[src/rtl/ps2_pkg.sv]
// Shared PS/2 receive definitions: prefix bytes, frame length, FSM states and
// the movement-key scan codes used by the downstream flag block.
package ps2_pkg;

    localparam logic [7:0]  PS2_BREAK      = 8'hF0;
    localparam logic [7:0]  PS2_EXT        = 8'hE0;
    localparam int unsigned PS2_FRAME_BITS = 11;

    localparam logic [7:0]  KEY_W = 8'h1D;
    localparam logic [7:0]  KEY_A = 8'h1C;
    localparam logic [7:0]  KEY_S = 8'h1B;
    localparam logic [7:0]  KEY_D = 8'h23;

    typedef enum logic [1:0] {
        IDLE,
        RECV,
        CHECK,
        EMIT
    } ps2_state_t;

    // Odd parity over data byte plus parity bit.
    function automatic logic odd_parity_ok(input logic [8:0] bits);
        return ^bits;
    endfunction

endpackage

[src/rtl/ps2_sync_edge.sv]
// Synchronises the raw PS/2 clock and data lines into the system clock domain
// and flags the falling edge of the synchronised PS/2 clock.
module ps2_sync_edge
    import ps2_pkg::*;
#(
    parameter int unsigned SYNC_STAGES = 2
) (
    input  logic clk,
    input  logic rst,
    input  logic ps2_clk,
    input  logic ps2_data,
    output logic fall,
    output logic data_s
);

    logic [SYNC_STAGES-1:0] clk_sync;
    logic [SYNC_STAGES-1:0] data_sync;
    logic                   clk_prev;

    // Lines idle high, so reset to 1 to avoid a spurious edge after reset.
    always_ff @(posedge clk or posedge rst) begin
        if (rst) begin
            clk_sync  <= '1;
            data_sync <= '1;
            clk_prev  <= 1'b1;
        end else begin
            clk_sync  <= {clk_sync[SYNC_STAGES-2:0], ps2_clk};
            data_sync <= {data_sync[SYNC_STAGES-2:0], ps2_data};
            clk_prev  <= clk_sync[SYNC_STAGES-1];
        end
    end

    assign fall   = clk_prev & ~clk_sync[SYNC_STAGES-1];
    assign data_s = data_sync[SYNC_STAGES-1];

endmodule

[src/rtl/ps2_rx_controller.sv]
// PS/2 keyboard receiver: frames 11-bit packets, validates them, folds F0/E0
// prefixes into flags and emits one pulse per key event.
module ps2_rx_controller
    import ps2_pkg::*;
#(
    parameter int unsigned TIMEOUT_CYCLES = 500000,
    parameter int unsigned SYNC_STAGES    = 2
) (
    input  logic       CLOCK_50,
    input  logic       RESET,
    input  logic       PS2_CLOCK,
    input  logic       PS2_DATA,
    output logic [7:0] code_out,
    output logic       code_valid,
    output logic       is_break,
    output logic       is_extended,
    output logic       frame_error,
    output logic       busy
);

    localparam int unsigned        TIMER_W    = $clog2(TIMEOUT_CYCLES);
    localparam logic [TIMER_W-1:0] TIMER_LAST = TIMER_W'(TIMEOUT_CYCLES - 1);
    localparam logic [3:0]         LAST_CNT   = 4'(PS2_FRAME_BITS - 1);

    ps2_state_t         state, state_nxt;
    logic               fall, data_s;
    logic [3:0]         bit_cnt;
    logic [9:0]         shift;
    logic [TIMER_W-1:0] timer;
    logic               pend_brk, pend_ext;
    logic               frame_ok, is_prefix, timeout;
    logic [7:0]         rx_byte;

    ps2_sync_edge #(.SYNC_STAGES(SYNC_STAGES)) u_sync (
        .clk      (CLOCK_50),
        .rst      (RESET),
        .ps2_clk  (PS2_CLOCK),
        .ps2_data (PS2_DATA),
        .fall     (fall),
        .data_s   (data_s)
    );

    assign rx_byte   = shift[7:0];
    assign frame_ok  = odd_parity_ok(shift[8:0]) && shift[9];
    assign is_prefix = (rx_byte == PS2_BREAK) || (rx_byte == PS2_EXT);
    assign timeout   = (state == RECV) && !fall && (timer == TIMER_LAST);

    always_ff @(posedge CLOCK_50 or posedge RESET) begin
        if (RESET) state <= IDLE;
        else       state <= state_nxt;
    end

    always_comb begin
        state_nxt = state;
        case (state)
            IDLE:    if (fall && !data_s) state_nxt = RECV;
            RECV:    if (fall && bit_cnt == LAST_CNT) state_nxt = CHECK;
                     else if (timeout)                state_nxt = IDLE;
            CHECK:   state_nxt = (frame_ok && !is_prefix) ? EMIT : IDLE;
            EMIT:    state_nxt = IDLE;
            default: state_nxt = IDLE;
        endcase
    end

    always_comb begin
        code_valid  = (state == EMIT);
        frame_error = ((state == CHECK) && !frame_ok) || timeout;
        busy        = (state != IDLE);
    end

    // Decoded outputs are latched in CHECK so they are already stable during EMIT.
    always_ff @(posedge CLOCK_50 or posedge RESET) begin
        if (RESET) begin
            bit_cnt     <= '0;
            shift       <= '0;
            timer       <= '0;
            pend_brk    <= 1'b0;
            pend_ext    <= 1'b0;
            code_out    <= '0;
            is_break    <= 1'b0;
            is_extended <= 1'b0;
        end else begin
            case (state)
                IDLE: begin
                    if (fall && !data_s) begin
                        bit_cnt <= 4'd1;
                        timer   <= '0;
                        shift   <= '0;
                    end
                end
                RECV: begin
                    if (fall) begin
                        shift   <= {data_s, shift[9:1]};
                        bit_cnt <= bit_cnt + 4'd1;
                        timer   <= '0;
                    end else if (timeout) begin
                        shift    <= '0;
                        bit_cnt  <= '0;
                        pend_brk <= 1'b0;
                        pend_ext <= 1'b0;
                    end else begin
                        timer <= timer + 1'b1;
                    end
                end
                CHECK: begin
                    bit_cnt <= '0;
                    if (!frame_ok) begin
                        pend_brk <= 1'b0;
                        pend_ext <= 1'b0;
                    end else if (rx_byte == PS2_BREAK) begin
                        pend_brk <= 1'b1;
                    end else if (rx_byte == PS2_EXT) begin
                        pend_ext <= 1'b1;
                    end else begin
                        code_out    <= rx_byte;
                        is_break    <= pend_brk;
                        is_extended <= pend_ext;
                    end
                end
                EMIT: begin
                    pend_brk <= 1'b0;
                    pend_ext <= 1'b0;
                end
                default: ;
            endcase
        end
    end

endmodule
[config.mk]
export PLATFORM = sky130hd
export DESIGN_NAME = ps2_rx_controller
export DESIGN_NICKNAME = d
export VERILOG_FILES = /design/src/rtl/ps2_pkg.sv /design/src/rtl/ps2_sync_edge.sv /design/src/rtl/ps2_rx_controller.sv
export SDC_FILE = /design/constraint.sdc
export NUM_CORES = 1
export LEC_CHECK = 0
export CORE_ASPECT_RATIO = 0.75
export CORE_MARGIN = 5
export CORE_UTILIZATION = 43
export CTS_BUF_LIST = sky130_fd_sc_hd__clkbuf_16
export DETAILED_ROUTE_END_ITERATION = 8
export HOLD_SLACK_MARGIN = 0.03
export PLACE_DENSITY_LB_ADDON = 0.1
export SLEW_MARGIN = 0
export SYNTH_ARGS = -nofsm -noshare
export SYNTH_HDL_FRONTEND = slang
export SYNTH_SLANG_ARGS = --single-unit
[constraint.sdc]
create_clock -name CLOCK_50 -period 2.25 [get_ports CLOCK_50]
set_clock_uncertainty 0.05 [all_clocks]
set_input_delay 0.225 -clock CLOCK_50 [delete_from_list [all_inputs] [get_ports CLOCK_50]]
set_output_delay 0.225 -clock CLOCK_50 [all_outputs]
set_load 0.1 [all_outputs]
==> metrics.yaml <==
outcome:
  status: "complete, but fails checks"
  violations: "negative setup slack"
detailed_routing:
  drt-total-wl_um: 6310
  drt-wirelength-per-cell_um: 16.3
  firstDrtPassIters: 4
  drc: 0
  vias_per_cell: 5.69
  dr.first_iter.drc_count: 126
  postRouteAntennaNets: 0
  dr_total_vias: 2195
worst_setup_path:
  cp-end-kind: "output pin"
  crit_type: "reg2out"
  path_buf_inv: 2
  crit_top_cell: "nand2_2"
  crit_arrival_ns: 2.14
  crit_fanout: 2
  slowest_delay_ns: 0.42
  cp.required_ns: 1.98
  critical_path.top_delay_family: "XOR/XNOR gates"
  path_cells: "ha_4, xnor3_1, xnor2_2, buf_4, nand2_2, nand2_2, o21ai_4, buf_12"
  reg2reg_setup_slack_ns: 0.05
  critPathSlowestCell: "dfrtp_1"
  rr_startpoint: "shift[5]"
  startpoint_type: "flip-flop"
  reg2reg_depth: 6
  startpoint: "shift[5]"
  r2r_end: "code_out[0]"
pwr:
  ir_drop_uv: 807
  leakage_nw: 1.52
  internal_power_mw: 1.80
  clkPwrFrac: 0.267
  power_density_nw_per_um2: 805
  swShare: 0.354
  power_mw: 2.79
  pwr-share-comb: 0.352
  p_sw_mw: 0.986
  p_seq_frac: 0.381
floorplanning:
  coreArea_sq_um: 6220
  num_io_pins: 17
  die_h_um: 79.0
  die_area_sq_um: 8060
  num_rows: 25
  fp.dieW_um: 102
  start_util: 0.439
timing:
  final-hold-violation-count: 0
  hold_slack_ns: 0.135
  slew_viol_final: 0
  worst_slack_ns: -0.161
  finalSetupViolations: 1
  period_share: 1.07
  fmax_mhz: 415
  max_slew_margin: 0.724
  worst_slew_pin_slew_ns: 0.411
  rsz0062_at_grt: "yes"
  finalSetupTns_ns: -0.161
  fin_crit_ns: 2.41
yosys:
  syn_inst: 260
  yosys_warnings: 0
  synthXorXnorAreaFrac: 0.0211
  synth_cell_types: 46
  synth_compound_area_frac: 0.146
  netlist_area_sq_um: 2730
  postSynthAreaPerCell_sq_um: 10.5
  synth.largest_area_cell: "dfrtp_1"
  synthAdderAreaFrac: 0.0596
  synthesis.nets: 277
  synth_mux_area_frac: 0.0825
  postSynth.asyncResetShare: 1.00
  synthFlopType: "dfrtp_1"
  synth_enable_flop_cells: 0
  synth_top_area_frac: 0.431
  synth_top_family_by_area: "simple AND/OR/NAND/NOR gates"
  synth_simple_gate_area_frac: 0.177
  synthTopCellsByArea: "dfrtp_1 43%, ha_1 6.0%, mux2_2 4.9%"
  yosysSeqAreaShare: 0.479
  synth-seq-cells: 52
grt:
  grt_max_degree: 29
  grt_usage: 0.162
  grt_pass1_vias: 2006
  grt_pass1_wl_um: 10300
  grt_antenna_before_repair: 0
  gr-total-overflow: 0
placement:
  gp_congestion: 0.852
  dp_hpwl_um: 4410
  dpl-instance-area_sq_um: 3170
  portBuffers: 16
final_layout:
  multi_input_area_sq_um: 1430
  final_cell_mix: "47 x dfrtp_1, 35 x buf_4, 24 x nand2_1"
  syn2layout_area_growth_pct: 26.7
  drive_gt1_frac: 0.279
  seqCellArea_sq_um: 1310
  nets: 321
  final_util: 0.556
  final_common_cell: "dfrtp_1"
  fillers: 533
  final_area_sq_um: 3460
  antenna_cells: 0
clocking:
  h-tree-depth: 2
  clock_latency_ns: 0.29
  cts.sinks: 52
  cts_hold_buf: 0
  cts_tree: "done"
  cts_buffers: 5
  clock_path_buffers: 2
  clk_pin_slew_ns: 0.07
  root_buffer: "clkbuf_16"
worst_hold_path:
  worstHoldPathType: "in2async"
flow_run:
  maxCapViolCount: 0
## worst reg2reg max path, stage by stage, from the launching register on
cell	delay, ns
dfrtp_1	0.42
ha_4	0.28
xnor3_1	0.42
xnor2_2	0.19
and4_4	0.29
clkbuf_16	0.16
mux2_4	0.29
## sequential cells by signal, summed over array words and instances, names as in the netlist
| register | count |
|---|---|
| u_sync.data_sync | 2 |
| state | 2 |
| pend_ext | 1 |
| u_sync.clk_prev | 1 |
| shift | 10 |
| u_sync.clk_sync | 2 |
| timer | 19 |
| bit_cnt | 4 |
| is_break | 1 |
| code_out | 8 |
| pend_brk | 1 |
| is_extended | 1 |
## synth_stat cells (2+ instances only)
master and instances:
and3b_1 2, ha_1 13, inv_1 12, a21oi_2 2, mux2_2 12, or4_1 11
o41ai_1 2, xnor2_1 3, dfstp_2 5, or3_1 4, nand2b_1 3, nand2_1 26
o21ai_1 4, and3_1 4, dfrtp_1 47, a21oi_1 13, and4_1 2, nor2_1 7
nor3_1 3, or2_2 2, a31oi_1 2, o211ai_1 2, nand3_1 9, nor4_1 2
o21ai_0 13, clkbuf_1 6, o31ai_1 17, nand4_1 5, mux2i_1 9, a41oi_1 2
## power groups by stage
stage | clock network (mW) | registers, mW | logic, mW
2_1_floorplan | 0 | 1.06 | 0.618
3_3_place_gp | 0 | 1.07 | 0.926
3_5_place_dp | 0 | 1.07 | 0.930
4_1_cts | 0.763 | 1.06 | 0.935
5_1_grt | 0.798 | 1.07 | 1.07
6_report | 0.745 | 1.06 | 0.981
## cell type report
| type | instances | area share |
|---|---|---|
| Inverter | 12 | 0.0130 |
| Tap cell | 81 | 0.0293 |
| Sequential cell | 52 | 0.378 |
| Clock inverter | 3 | 0.00434 |
| Clock buffer | 5 | 0.0362 |
| Timing Repair Buffer | 46 | 0.127 |
| Multi-Input combinational cell | 187 | 0.412 |
## routing by layer
metal,wire length [um],vias up,global-route usage
met4,49,0,0.0354
met3,253,8,0.0290
met2,2640,51,0.224
met5,0,-,0
met1,3370,1079,0.259
li1,-,1057,-
## timing repair
item,4_1_cts,5_1_grt
cloned,0,1
setup buffers,0,5
setup endpoints to repair,2,21
gates resized for setup,4,18
pin swaps,2,3
## cells by family after synthesis
logic type                 Yosys count
adders and majority gates           13
and+or+nand+nor                     87
DFF                                 52
AOI/OAI and AO/OA                   61
muxes                               21
xor gates and xnor gates             5
buffers and inverters               21
## worst max-delay path by stage
stage,end,slack [ns],cells after the start
detailed placement,state[1],0.006,5
CTS,frame_error,-0.15,8
finish,frame_error,-0.16,8
global route,frame_error,-0.23,8
global placement,timer[11],0.04,6
floorplan,frame_error,-0.06,3
## stage by stage
step / cells / worst slack (ns)
finish: 386 / -0.161
global route: 386 / -0.234
CTS: 380 / -0.153
detailed placement: 372 / 0.00571
global placement: 372 / 0.0447
floorplan: 260 / -0.0647
(Power assumes the default switching activity.)
